==> config.mk <==
export PLATFORM = sky130hd
export DESIGN_NAME = branch_resolve_ctrl
export DESIGN_NICKNAME = d
export VERILOG_FILES = /design/src/rtl/branch_pkg.sv /design/src/rtl/bht_2bit.sv /design/src/rtl/branch_resolve_ctrl.sv
export SDC_FILE = /design/constraint.sdc
export NUM_CORES = 1
export LEC_CHECK = 0
export CAP_MARGIN = 40
export CORE_AREA = 2 2 118 120
export CTS_CLUSTER_SIZE = 20
export DETAILED_ROUTE_END_ITERATION = 10
export DIE_AREA = 0 0 120 122
export MAX_ROUTING_LAYER = met4
export PLACE_DENSITY = 0.8
export SLEW_MARGIN = 0
export SYNTH_ARGS = -nofsm -noshare
export SYNTH_HDL_FRONTEND = slang
export SYNTH_HIERARCHICAL = 1
export SYNTH_SLANG_ARGS = --single-unit
==> constraint.sdc <==
create_clock -name i_clk -period 7.7 [get_ports i_clk]
set_clock_uncertainty 0.05 [all_clocks]
set_input_delay 1.925 -clock i_clk [delete_from_list [all_inputs] [get_ports i_clk]]
set_output_delay 1.925 -clock i_clk [all_outputs]
set_load 0.005 [all_outputs]
==> src/rtl/branch_pkg.sv <==
// branch_pkg: shared definitions for the EX-stage branch resolve controller.
//   - RV32I conditional-branch funct3 encodings (BR_BEQ .. BR_BGEU)
//   - br_ctr_t : 2-bit saturating predictor counter
//   - br_cnt_t : performance counter word
//   - BHT_INIT : predictor reset value (weakly not-taken)
//   - helpers  : funct3 legality, taken evaluation, counter saturation
package branch_pkg;

  localparam int CNT_W = 32;

  localparam logic [2:0] BR_BEQ  = 3'b000;
  localparam logic [2:0] BR_BNE  = 3'b001;
  localparam logic [2:0] BR_BLT  = 3'b100;
  localparam logic [2:0] BR_BGE  = 3'b101;
  localparam logic [2:0] BR_BLTU = 3'b110;
  localparam logic [2:0] BR_BGEU = 3'b111;

  typedef logic [1:0]       br_ctr_t;
  typedef logic [CNT_W-1:0] br_cnt_t;

  localparam br_ctr_t BHT_INIT = 2'b01;

  // 010/011 are not branches; the decoder traps them, they never reach EX.
  function automatic logic br_legal(input logic [2:0] f3);
    return (f3[2:1] != 2'b01);
  endfunction

  function automatic logic br_taken(input logic [2:0] f3, input logic less,
                                    input logic equal);
    logic t;
    case (f3)
      BR_BEQ:           t = equal;
      BR_BNE:           t = ~equal;
      BR_BLT, BR_BLTU:  t = less;
      BR_BGE, BR_BGEU:  t = ~less;
      default:          t = 1'b0;
    endcase
    return t;
  endfunction

  function automatic br_ctr_t ctr_next(input br_ctr_t c, input logic taken);
    br_ctr_t n;
    if (taken) n = (c == 2'b11) ? c : c + 2'd1;
    else       n = (c == 2'b00) ? c : c - 2'd1;
    return n;
  endfunction

endpackage

==> src/rtl/bht_2bit.sv <==
// bht_2bit: array of DEPTH 2-bit saturating branch predictor counters.
//   i_clk, i_rst_n        : clock, async active-low reset (all entries -> BHT_INIT)
//   i_rd_idx / o_rd_ctr   : combinational read port (fetch lookup)
//   i_upd_en / i_upd_idx  : update port, one entry per cycle
//   i_upd_taken           : resolved direction, counter saturates toward it
// A read and update of the same entry in one cycle returns the old value;
// there is deliberately no bypass.
module bht_2bit
  import branch_pkg::*;
#(
  parameter int DEPTH = 16,
  parameter int IW    = $clog2(DEPTH)
) (
  input  logic          i_clk,
  input  logic          i_rst_n,
  input  logic [IW-1:0] i_rd_idx,
  output logic [1:0]    o_rd_ctr,
  input  logic          i_upd_en,
  input  logic [IW-1:0] i_upd_idx,
  input  logic          i_upd_taken
);

  br_ctr_t ctr [DEPTH];

  always_ff @(posedge i_clk or negedge i_rst_n) begin
    if (!i_rst_n) begin
      for (int i = 0; i < DEPTH; i++) ctr[i] <= BHT_INIT;
    end else if (i_upd_en) begin
      ctr[i_upd_idx] <= ctr_next(ctr[i_upd_idx], i_upd_taken);
    end
  end

  assign o_rd_ctr = ctr[i_rd_idx];

endmodule

==> src/rtl/branch_resolve_ctrl.sv <==
// branch_resolve_ctrl: EX-stage sequencing of the external branch comparator.
//   ID side : i_id_valid/i_id_is_br/i_id_funct3/i_id_pc/i_id_target/i_id_pred_taken
//   brc     : o_br_un (unsigned select) out, i_br_less/i_br_equal in
//   control : i_stall holds EX; o_redirect/o_redirect_pc/o_flush on mispredict
//   fetch   : i_if_pc lookup -> o_pred_taken
//   perf    : o_br_count (retired branches), o_mispred_count (retired mispredicts)
// Optional feature macro: BRANCH_BHT_EN adds a BHT_DEPTH-entry 2-bit predictor;
// without it o_pred_taken is tied 0 (static not-taken) and no BHT exists.
module branch_resolve_ctrl
  import branch_pkg::*;
#(
  parameter int XLEN      = 32,
  parameter int CNT_W     = 32,
  parameter int BHT_DEPTH = 16
) (
  input  logic             i_clk,
  input  logic             i_rst_n,
  input  logic             i_stall,
  input  logic             i_id_valid,
  input  logic             i_id_is_br,
  input  logic [2:0]       i_id_funct3,
  input  logic [XLEN-1:0]  i_id_pc,
  input  logic [XLEN-1:0]  i_id_target,
  input  logic             i_id_pred_taken,
  input  logic [XLEN-1:0]  i_if_pc,
  output logic             o_pred_taken,
  output logic             o_br_un,
  input  logic             i_br_less,
  input  logic             i_br_equal,
  output logic             o_redirect,
  output logic [XLEN-1:0]  o_redirect_pc,
  output logic             o_flush,
  output logic [CNT_W-1:0] o_br_count,
  output logic [CNT_W-1:0] o_mispred_count
);

  logic            ex_valid;
  logic [2:0]      ex_funct3;
  logic [XLEN-1:0] ex_pc;
  logic [XLEN-1:0] ex_target;
  logic            ex_pred;

  logic taken, mispredict, retire;

  // EX capture; the ID slot is killed by this cycle's flush so a wrong-path
  // branch never reaches EX.
  always_ff @(posedge i_clk or negedge i_rst_n) begin
    if (!i_rst_n) begin
      ex_valid  <= 1'b0;
      ex_funct3 <= '0;
      ex_pc     <= '0;
      ex_target <= '0;
      ex_pred   <= 1'b0;
    end else if (!i_stall) begin
      ex_valid  <= i_id_valid & i_id_is_br & ~o_flush & br_legal(i_id_funct3);
      ex_funct3 <= i_id_funct3;
      ex_pc     <= i_id_pc;
      ex_target <= i_id_target;
      ex_pred   <= i_id_pred_taken;
    end
  end

  assign o_br_un    = ex_funct3[1];
  assign taken      = br_taken(ex_funct3, i_br_less, i_br_equal);
  assign mispredict = ex_valid & (taken != ex_pred);
  assign retire     = ex_valid & ~i_stall;

  // Gating with !i_stall gives one redirect per branch: the branch leaves EX
  // on the same edge the redirect is taken.
  assign o_redirect    = mispredict & ~i_stall;
  assign o_flush       = o_redirect;
  assign o_redirect_pc = o_redirect ? (taken ? ex_target : ex_pc + XLEN'(4)) : '0;

  logic [CNT_W-1:0] br_cnt, mis_cnt;

  always_ff @(posedge i_clk or negedge i_rst_n) begin
    if (!i_rst_n) begin
      br_cnt  <= '0;
      mis_cnt <= '0;
    end else if (retire) begin
      br_cnt <= br_cnt + CNT_W'(1);
      if (mispredict) mis_cnt <= mis_cnt + CNT_W'(1);
    end
  end

  assign o_br_count      = br_cnt;
  assign o_mispred_count = mis_cnt;

`ifdef BRANCH_BHT_EN
  localparam int IW = $clog2(BHT_DEPTH);

  logic [1:0] rd_ctr;

  bht_2bit #(.DEPTH(BHT_DEPTH), .IW(IW)) u_bht (
    .i_clk       (i_clk),
    .i_rst_n     (i_rst_n),
    .i_rd_idx    (i_if_pc[IW+1:2]),
    .o_rd_ctr    (rd_ctr),
    .i_upd_en    (retire),
    .i_upd_idx   (ex_pc[IW+1:2]),
    .i_upd_taken (taken)
  );

  assign o_pred_taken = rd_ctr[1];

  logic unused_bht;
  assign unused_bht = ^{i_if_pc[XLEN-1:IW+2], i_if_pc[1:0], rd_ctr[0]};
`else
  assign o_pred_taken = 1'b0;

  logic unused_bht;
  assign unused_bht = (BHT_DEPTH > 0) ? ^i_if_pc : 1'b0;
`endif

endmodule

* Word level (Yosys, flattened, before mapping) *
Index checks and enable logic that the tools add are counted.

storage, ports and cells
  bits in registers = 133
  input port bits = 107
  output and inout port bits = 100

operators by class
  muxes and demuxes = 3
  add/subtract/negate cells = 3
  bitwise logic cells = 10
  reduce and logical (&&, ||, !) cells = 4
  equal/unequal tests = 7

operator list
  operator                                                                number
  32-bit by 1-bit adder with 32-bit output (second input constant)        2
  32-bit 2-to-1 mux                                                       2
  32-bit by 3-bit adder with 32-bit output (second input constant)        1
  3-bit equality test (second input constant)                             4
  1-bit bitwise AND                                                       6
  1-bit inverter                                                          4
  1-bit one-hot mux with 4 select lines                                   1
  2-bit OR reduction                                                      2
  3-bit by 1-bit equality test with 1-bit output (second input constant)  1
  3-bit zero test                                                         1
  2-bit by 1-bit != test with 1-bit output (second input constant)        1
  2-bit AND reduction                                                     1
  1-bit != test                                                           1

* Longest topological paths before layout *
Gate-level depths: netlist of the first run.

  depth in word-level cells = 9
  mapped depth = 7

* Least setup slack after synthesis of the first run *
Ideal clock, no wire load.

  path type = in2out
  start = input port i_br_equal
  end = output port o_redirect_pc[13]
  stages on the path = 7
  setup slack = 2.436 ns
  arrival time = 3.289 ns
  cell sequence = xor2_1 > a22oi_4 > xnor2_1 > nand2_1 > buf_2 > buf_6 > a211oi_1

between the ends
  word-level cells in the longest chain between the ends = 6

ends and longest elaborated chain
  what                                     RTL line                   RTL
  start, declared                          branch_resolve_ctrl.sv:29  input logic i_br_equal,
  1-bit inverter                           branch_pkg.sv:33           BR_BNE: t = ~equal;
  1-bit one-hot mux with 4 select lines *  branch_pkg.sv:31           case (f3)
  1-bit != test                            branch_resolve_ctrl.sv:65  assign mispredict = ex_valid & (taken != ex_pred);
  1-bit bitwise AND                        branch_resolve_ctrl.sv:65
  1-bit bitwise AND                        branch_resolve_ctrl.sv:70  assign o_redirect = mispredict & ~i_stall;
  32-bit 2-to-1 mux *                      branch_resolve_ctrl.sv:72  assign o_redirect_pc = o_redirect ? (taken ? ex_target : ex_pc + XLEN'(4)) : '0;
  end, declared                            branch_resolve_ctrl.sv:31  output logic [XLEN-1:0] o_redirect_pc,

Every way passes the cells marked *; elsewhere a longest branch is shown, timed or not.

* Worst setup path after layout of the first run *
  start = input port i_br_equal
  end = output port o_redirect_pc[11]

Same word-level chain as after synthesis.

==> results of run 1 <==
[power breakdown]
group          total, mW  switching [mW]  internal [mW]
logic              0.259           0.112          0.147
registers          0.814          0.0601          0.754
clock network      0.731           0.276          0.454
[worst min path at each step]
| stage | from | end | slack (ns) |
|---|---|---|---|
| floorplan | o_mispred_count[31]$_DFFE_PN0P_ | o_mispred_count[31]$_DFFE_PN0P_ | 0.41 |
| global placement | o_mispred_count[31]$_DFFE_PN0P_ | o_mispred_count[31]$_DFFE_PN0P_ | 0.41 |
| detailed placement | o_mispred_count[31]$_DFFE_PN0P_ | o_mispred_count[31]$_DFFE_PN0P_ | 0.43 |
| CTS | o_mispred_count[31]$_DFFE_PN0P_ | o_mispred_count[31]$_DFFE_PN0P_ | 0.44 |
| global route | o_mispred_count[31]$_DFFE_PN0P_ | o_mispred_count[31]$_DFFE_PN0P_ | 0.44 |
| finish | o_mispred_count[31]$_DFFE_PN0P_ | o_mispred_count[31]$_DFFE_PN0P_ | 0.43 |
[final cells by class]
class | count | area [um2]
Multi-Input combinational cell | 426 | 3050
Timing Repair Buffer | 179 | 1780
Tap cell | 180 | 225
Sequential cell | 133 | 3330
Fill cell | 999 | 4560
Clock buffer | 25 | 515
Inverter | 6 | 22.5
Clock inverter | 3 | 20.0
[metrics by stage]
step	utilization [%]	total power [mW]	hold WS, ns
after floorplan	-	0.941	0.415
after global placement	62.1	1.07	0.406
after detailed placement	62.2	1.08	0.429
after CTS	66.2	1.82	0.436
after global routing	66.2	1.88	0.440
final	66.2	1.80	0.428
[sequential cells by signal, summed over array words and instances (netlist names)]
register and count:
ex_funct3 3, ex_pred 1, o_br_count 32, ex_pc 32
ex_target 32, ex_valid 1, o_mispred_count 32
[kinds of logic (layout without fill, tap and decap cells)]
kind of cell / count (synthesis) / after routing / share of synthesized area (%)
muxes: 75 / 75 / 12.9
buffers and inverters: 27 / 213 / 1.83
xor gates and xnor gates: 94 / 94 / 12.7
other: 1 / 1 / 0.0577
and+or+nand+nor: 222 / 222 / 17.4
AOI/OAI and AO/OA: 31 / 31 / 3.44
DFF: 133 / 133 / 51.2
adders and majority gates: 3 / 3 / 0.577
[routing by layer]
metal  up-vias  share of wire (%)  global-route usage (%)
met2       181                 50                    37.4
met3        32                6.1                    6.41
met5         -                  0                       -
met4         0                2.1                    8.75
li1       2434                  -                       -
met1      2497                 42                    28.1
[cell usage in the layout, fill, tap and decap left out, types with 3 or more instances in the layout]
cell	count
mux2i_1	6
and3_1	7
dfrtp_1	133
nand2b_1	3
xor2_1	52
o21ai_0	10
mux2_2	69
a221oi_1	4
nand2_1	55
ha_1	3
clkbuf_8	6
buf_4	5
xnor2_1	42
a211oi_1	14
nor4_1	13
nand4_1	31
nor2b_1	3
nand3_1	34
and4_1	7
inv_1	6
clkdlybuf4s50_1	171
nor3_1	12
and2_1	8
clkbuf_16	17
nor2_1	39
==> flow_summary_export.csv, run 1 <==
group,metric,value,unit
run_status,outcome,"completed",
synthesis,syn-num-nets,696,
synthesis,yosysUniqueCellTypes,36,
floorplan,initial_core_util,48.1,%
setup_path,rrSetupSlack,5.19,ns
clock_network,postCtsSetupBuffers,0,
setup_path,cp-end-kind,"primary output",
place,placed_cells,924,
global_route,grt_max_degree,75,
sta,slew_headroom,39.6,%
global_route,gr-total-overflow,0,
final_layout,antennaDiodeCount,0,
sta,final.setup.tns,0,ns
sta,fmax,154,MHz
sta,grt_setup_unrepaired,"no",
global_route,antenna_found_initial,0,
global_route,track_usage,23.2,%
synthesis,yosys_most_used_dff,"dfrtp_1",
setup_path,r2r-start,"ex_funct3[0]$_DFFE_PN0N_",
setup_path,path_delay_family,"buffers and inverters",
place,placed_cell_area,8410,um2
final_layout,instances_no_fill,952,
routing,wire_per_inst,16.6,um
sta,period_share,84.1,%
routing,drt-initial-drc-count,364,
floorplan,die_height,122,um
floorplan,fp.dieW,120,um
setup_path,worst-setup-path-type,"in2out",
setup_path,rr_endpoint,"o_mispred_count[29]$_DFFE_PN0P_",
setup_path,start_kind,"input port",
routing,drcViolationCount,0,
setup_path,critPathRequiredTime,5.73,ns
sta,maxSlewViolCount,0,
synthesis,async_flop_share,100,%
setup_path,crit_path_end,"o_redirect_pc[11]",
min_path,hold_class,"reg2reg",
setup_path,crit_start,"i_br_equal",
synthesis,yosys_warnings,6,
routing,vias,5144,
routing,ant_nets,0,
floorplan,core_area,13500,um2
clock_network,cts_sinks,133,
setup_path,r2r_cells,6,
setup_path,cpMostUsedCell,"clkdlybuf4s50_1",
synthesis,synth.most_common_cell,"dfrtp_1",
final_layout,areaGrowthSynthToFinish,37.5,%
synthesis,netlist_area,6500,um2
setup_path,cp_num_buf_inv,3,
place,hpwl,11200,um
place,gp_congestion,0.825,
synthesis,synth_top_area_share,51.2,%
global_route,grt_first_pass_wirelength,25600,um
setup_path,path_cells,"clkdlybuf4s50_1, xor2_1, a22oi_4, xnor2_1, nand2_1, buf_4, a211oi_1, clkdlybuf4s50_1",
synthesis,ys_seq_area_share,51.2,%
synthesis,synth_area_leaders,"dfrtp_1, mux2_2, xor2_1",
clock_network,cts_tree,"yes",
floorplan,fp.dieArea,14600,um2
clock_network,clk_path_buf_depth,2,
sta,period_needed,6.48,ns
global_route,first_global_vias,5183,
clock_network,numCtsBuffers,17,
place,numPortBuffers,173,
clock_network,cts_htree_levels,4,
synthesis,synth_cells,586,
job,cap_violations,0,
min_path,min_path_cells,1,
final_layout,layout.nets,873,
clock_network,insertion_delay,0.42,ns
routing,firstDrtPassIters,5,
clock_network,hold_buffers,0,
power,power_density,202,nW/um2
synthesis,synth.avg_cell_area,11.1,um2
clock_network,cts-root-buf,"clkbuf_16",
setup_path,cp_max_fo,20,
sta,tightest_slew,0.906,ns
clock_network,path_clk_slew,0.05,ns
synthesis,synth_common_cells,"dfrtp_1, mux2_2, nand2_1",
routing,routed_wl,15800,um
sta,setup_viol,0,
sta,fin_ws,1.22,ns
setup_path,max_stage_delay,0.57,ns
synthesis,ys_ff_latch,133,
clock_network,ctsResizeCount,0,
place,place_worst_setup_slack,1.24,ns
power,p_leak,3.68,nW
routing,via_per_inst,5.40,
setup_path,crit_cells,8,
setup_path,crit_arrival,4.50,ns
final_layout,drive_gt1_share,13.7,%
floorplan,io_pins,207,
sta,hold_violations,0,
floorplan,fp-row-count,43,
synthesis,synth.largest_area_cell,"dfrtp_1",
power,peakVddDrop,0.138,mV
setup_path,slowest_stage,"clkdlybuf4s50_1",
final_layout,fin_area,8940,um2
synthesis,synth_edf_count,0,
Power figures use the tool's default switching activity.
==> run 2, diff against run 1 <==
Settings changed: CORE_AREA 2 2 118 120 to 2 2 121 123, DIE_AREA 0 0 120 122 to 0 0 123 125, PLACE_DENSITY 0.8 to 0.76.
Clock period 7.7 ns to 6.8 ns, I/O delays scaled along.
==> flow_summary_export.csv, run 2 (synthesis results as in run 1) <==
group,metric,value,unit
run_status,outcome,"completed",
global_route,grt_max_degree,60,
clock_network,cts_tree,"yes",
floorplan,die_height,125,um
global_route,antenna_found_initial,0,
final_layout,nFillCells,1133,
floorplan,fp.dieW,123,um
floorplan,initial_core_util,45.8,%
place,gp_congestion,0.841,
floorplan,core_area,14200,um2
final_layout,areaGrowthSynthToFinish,38.9,%
final_layout,drive_gt1_share,14.6,%
power,peakVddDrop,0.166,mV
global_route,track_usage,22.5,%
sta,hold_violations,0,
clock_network,cts-root-buf,"clkbuf_16",
floorplan,fp-row-count,44,
final_layout,final_cell_mix,"clkdlybuf4s50_1, dfrtp_1, mux2_2",
routing,via_per_inst,5.34,
final_layout,layout.nets,876,
setup_path,worst-setup-path-type,"in2out",
routing,wire_per_inst,16.7,um
sta,whs,0.429,ns
global_route,grt_first_pass_wirelength,26300,um
place,hpwl,11600,um
routing,routed_wl,16100,um
routing,vias,5142,
clock_network,hold_buffers,0,
routing,drcViolationCount,0,
job,cap_violations,0,
setup_path,cp-end-kind,"primary output",
floorplan,io_pins,207,
place,numPortBuffers,173,
routing,drt-initial-drc-count,175,
place,placed_cells,931,
sta,fmax,155,MHz
clock_network,clk_path_buf_depth,2,
clock_network,postCtsSetupBuffers,0,
setup_path,crit_arrival,4.71,ns
clock_network,cts_htree_levels,4,
routing,ant_nets,0,
sta,grt_setup_unrepaired,"no",
final_layout,instances_no_fill,963,
setup_path,cp_max_fo,20,
sta,final.setup.tns,0,ns
final_layout,antennaDiodeCount,0,
clock_network,cts_sinks,133,
clock_network,ctsResizeCount,0,
sta,slew_headroom,39.6,%
final_layout,utilization,63.6,%
floorplan,fp.dieArea,15400,um2
routing,firstDrtPassIters,6,
clock_network,numCtsBuffers,17,
min_path,hold_class,"reg2reg",
sta,setup_viol,0,
setup_path,critPathRequiredTime,5.05,ns
sta,period_share,95.1,%
global_route,gr-total-overflow,0,
clock_network,insertion_delay,0.42,ns
power,p_leak,3.73,nW
clock_network,path_clk_slew,0.05,ns
sta,tightest_slew,0.899,ns
global_route,first_global_vias,5307,
sta,maxSlewViolCount,0,
power,power_density,233,nW/um2
final_layout,final_common_cell,"clkdlybuf4s50_1",
setup_path,start_kind,"input port",
sta,period_needed,6.46,ns
[run 2: cell types whose count changed in the layout (fill, tap and decap cells not counted), sizes merged]
| cell | previous run | this run |
|---|---|---|
| buf | 7 | 10 |
| bufinv | 0 | 1 |
| clkbuf | 25 | 24 |
| clkinv | 1 | 6 |
| clkinvlp | 2 | 1 |
[run 2: per-stage QoR]
| stage | instance area, um2 | setup slack [ns] | power, mW |
|---|---|---|---|
| after floorplan | 6500 | 1.99 | 1.07 |
| after global placement | 8400 | 0.425 | 1.21 |
| final | 9030 | 0.336 | 2.10 |
| after detailed placement | 8450 | 0.371 | 1.23 |
| after CTS | 9030 | 0.350 | 2.12 |
| after global routing | 9030 | 0.0866 | 2.20 |
[run 2: cell type report]
class	instances	area, um2	share of cell area, %
repair buffers	182	1810	20.1
flip-flops and latches	133	3330	36.9
multi-input cells	426	3050	33.8
clock buffers	24	512	5.67
clock inverters	8	71.3	0.790
inverters	6	22.5	0.249
well taps	184	230	2.55
[run 2: critical path, cell delays in order]
cell and delay, ns:
clkdlybuf4s50_1 0.48, xor2_1 0.24, a22oi_4 0.12, xnor2_1 0.53, nand2_1 0.64, a211oi_1 0.40
clkdlybuf4s50_1 0.59
[run 2: path summary, 6_finish.rpt]
kind	start	end	slack (ns)	cells after the start
max in group asynchronous	i_rst_n	ex_pc[18]$_DFFE_PN0N_	4.23	3
worst min register to register	o_br_count[31]$_DFFE_PN0P_	o_br_count[31]$_DFFE_PN0P_	0.43	1
min in group asynchronous	i_rst_n	ex_target[14]$_DFFE_PN0N_	1.14	1
worst max-delay path	i_br_equal	o_redirect_pc[7]	0.34	7
worst max register to register	ex_funct3[0]$_DFFE_PN0N_	o_mispred_count[1]$_DFFE_PN0P_	4.01	6
worst min-delay path	o_br_count[31]$_DFFE_PN0P_	o_br_count[31]$_DFFE_PN0P_	0.43	1
[run 2: metal layers]
| metal | up-vias | GRT usage (%) | wire (um) |
|---|---|---|---|
| li1 | 2434 | - | - |
| met1 | 2542 | 27.1 | 6750 |
| met2 | 145 | 35.5 | 8020 |
| met3 | 21 | 7.57 | 1110 |
| met4 | 0 | 7.62 | 208 |
| met5 | - | - | 0 |
[run 2: power by group]
part | switching (mW) | internal (mW)
sequential | 0.0674 | 0.853
clock | 0.332 | 0.558
combinational | 0.126 | 0.168
==> run 3, diff against run 2 <==
Settings changed: GPL_TIMING_DRIVEN set to 0.
==> flow_summary_export.csv, run 3 (synthesis results as in run 1) <==
group,metric,value,unit
setup_path,worst-setup-path-type,"in2out",
global_route,grt_first_pass_wirelength,27700,um
power,power_density,244,nW/um2
min_path,hold_class,"reg2reg",
job,cap_violations,0,
floorplan,die_height,125,um
place,placed_cells,945,
setup_path,start_kind,"input port",
min_path,min_from,"o_br_count[31]$_DFFE_PN0P_",
routing,routed_wl,17000,um
final_layout,final_cell_mix,"clkdlybuf4s50_1, dfrtp_1, mux2_2",
clock_network,insertion_delay,0.42,ns
floorplan,io_pins,207,
place,numPortBuffers,172,
global_route,first_global_vias,5508,
setup_path,r2r_cells,6,
routing,via_per_inst,5.36,
sta,setup_viol,0,
clock_network,hold_buffers,0,
routing,drcViolationCount,0,
setup_path,max_stage_delay,0.57,ns
clock_network,cts_htree_levels,4,
power,peakVddDrop,0.158,mV
global_route,grt_max_degree,92,
floorplan,fp.dieW,123,um
sta,maxSlewViolCount,0,
final_layout,layout.nets,890,
global_route,track_usage,24.0,%
routing,firstDrtPassIters,4,
clock_network,ctsResizeCount,0,
min_path,min_to,"o_br_count[31]$_DFFE_PN0P_",
run_status,outcome,"completed",
setup_path,path_cells,"clkdlybuf4s50_1, xor2_1, a22oi_4, clkbuf_1, nand3_1, o21ai_0, clkdlybuf4s50_1",
clock_network,cts_tree,"yes",
sta,period_share,93.1,%
min_path,min_path_cells,1,
sta,grt_setup_unrepaired,"no",
final_layout,final_common_cell,"clkdlybuf4s50_1",
setup_path,rr_endpoint,"o_mispred_count[26]$_DFFE_PN0P_",
setup_path,cp_max_fo,10,
floorplan,core_area,14200,um2
final_layout,utilization,64.4,%
place,gp_congestion,0.867,
sta,tightest_slew,0.907,ns
setup_path,critPathRequiredTime,5.05,ns
routing,drt-initial-drc-count,276,
final_layout,antennaDiodeCount,0,
sta,fmax,158,MHz
clock_network,path_clk_slew,0.06,ns
clock_network,postCtsSetupBuffers,0,
setup_path,rrSetupSlack,4.47,ns
global_route,antenna_found_initial,0,
power,p_leak,3.77,nW
floorplan,initial_core_util,45.8,%
setup_path,r2r-start,"o_mispred_count[6]$_DFFE_PN0P_",
setup_path,slowest_stage,"clkbuf_1",
setup_path,cpMostUsedCell,"clkdlybuf4s50_1",
clock_network,cts_sinks,133,
final_layout,drive_gt1_share,14.1,%
setup_path,crit_arrival,4.58,ns
sta,period_needed,6.33,ns
sta,slew_headroom,39.1,%
global_route,gr-total-overflow,0,
clock_network,cts-root-buf,"clkbuf_16",
clock_network,numCtsBuffers,17,
sta,hold_violations,0,
floorplan,fp-row-count,44,
clock_network,clk_path_buf_depth,2,
final_layout,areaGrowthSynthToFinish,40.6,%
setup_path,cp-end-kind,"primary output",
routing,wire_per_inst,17.4,um
place,hpwl,12600,um
routing,vias,5235,
routing,ant_nets,0,
final_layout,instances_no_fill,977,
floorplan,fp.dieArea,15400,um2
==> run 3: cell types whose count changed in the layout (fill, tap and decap cells not counted), sizes merged <==
cell	previous run	this run
clkbuf	24	35
clkdlybuf4s18	1	0
bufinv	1	5
buf	10	9
inv	6	7
==> run 3: where the power goes <==
group | leakage, nW | internal (mW) | switching, mW | total, mW
Clock | 0.317 | 0.660 | 0.348 | 1.01
Sequential | 1.69 | 0.853 | 0.0656 | 0.918
Combinational | 1.76 | 0.170 | 0.137 | 0.307
Total | 3.77 | 1.68 | 0.550 | 2.23
==> run 3: layer usage <==
metal	part of all wire, %	wire length (um)	GRT usage (%)
met5	0	0	-
met4	2.5	424	8.96
met3	6.5	1110	6.25
met2	50	8470	38.1
met1	41	6980	29.4
==> run 3: cell type report <==
cell class              instances  area [um2]
plain buffers                  21        96.3
clock buffers                  19         443
clock inverters                13         204
fillers                      1142        5060
inverters                       6        22.5
multi-input cells             426        3050
flip-flops and latches        133        3330
well taps                     184         230
repair buffers                175        1760
==> run 3: how the worst max path moves through the flow <==
stage,from,end,slack [ns],cells after the start
2_1_floorplan,i_br_equal,o_redirect_pc[13],1.99,7
3_3_place_gp,i_rst_n,o_mispred_count[18]$_DFFE_PN0P_,-1.18,1
3_5_place_dp,i_br_equal,o_redirect_pc[29],0.50,7
4_1_cts,i_br_equal,o_redirect_pc[29],0.46,7
5_1_grt,i_br_equal,o_redirect_pc[29],0.29,7
6_report,i_br_equal,o_redirect_pc[29],0.47,7
==> run 3: per-stage QoR <==
| stage | area (um2) | setup WS [ns] | power [mW] | TNS, ns | hold slack (ns) |
|---|---|---|---|---|---|
| 3_5_place_dp | 8490 | 0.497 | 1.24 | 0 | 0.415 |
| 2_1_floorplan | 6500 | 1.99 | 1.07 | 0 | 0.415 |
| 6_report | 9140 | 0.467 | 2.23 | 0 | 0.418 |
| 5_1_grt | 9140 | 0.293 | 2.32 | 0 | 0.447 |
| 3_3_place_gp | 8450 | -1.18 | 1.22 | -155.18 | 0.410 |
| 4_1_cts | 9140 | 0.456 | 2.25 | 0 | 0.425 |
==> run 3: critical path: cells and delay by family <==
family / cells / cell delay (ns)
and+or+nand+nor: 1 / 0.44
AOI/OAI and AO/OA: 2 / 0.72
buffers and inverters: 3 / 1.55
xor gates and xnor gates: 1 / 0.17
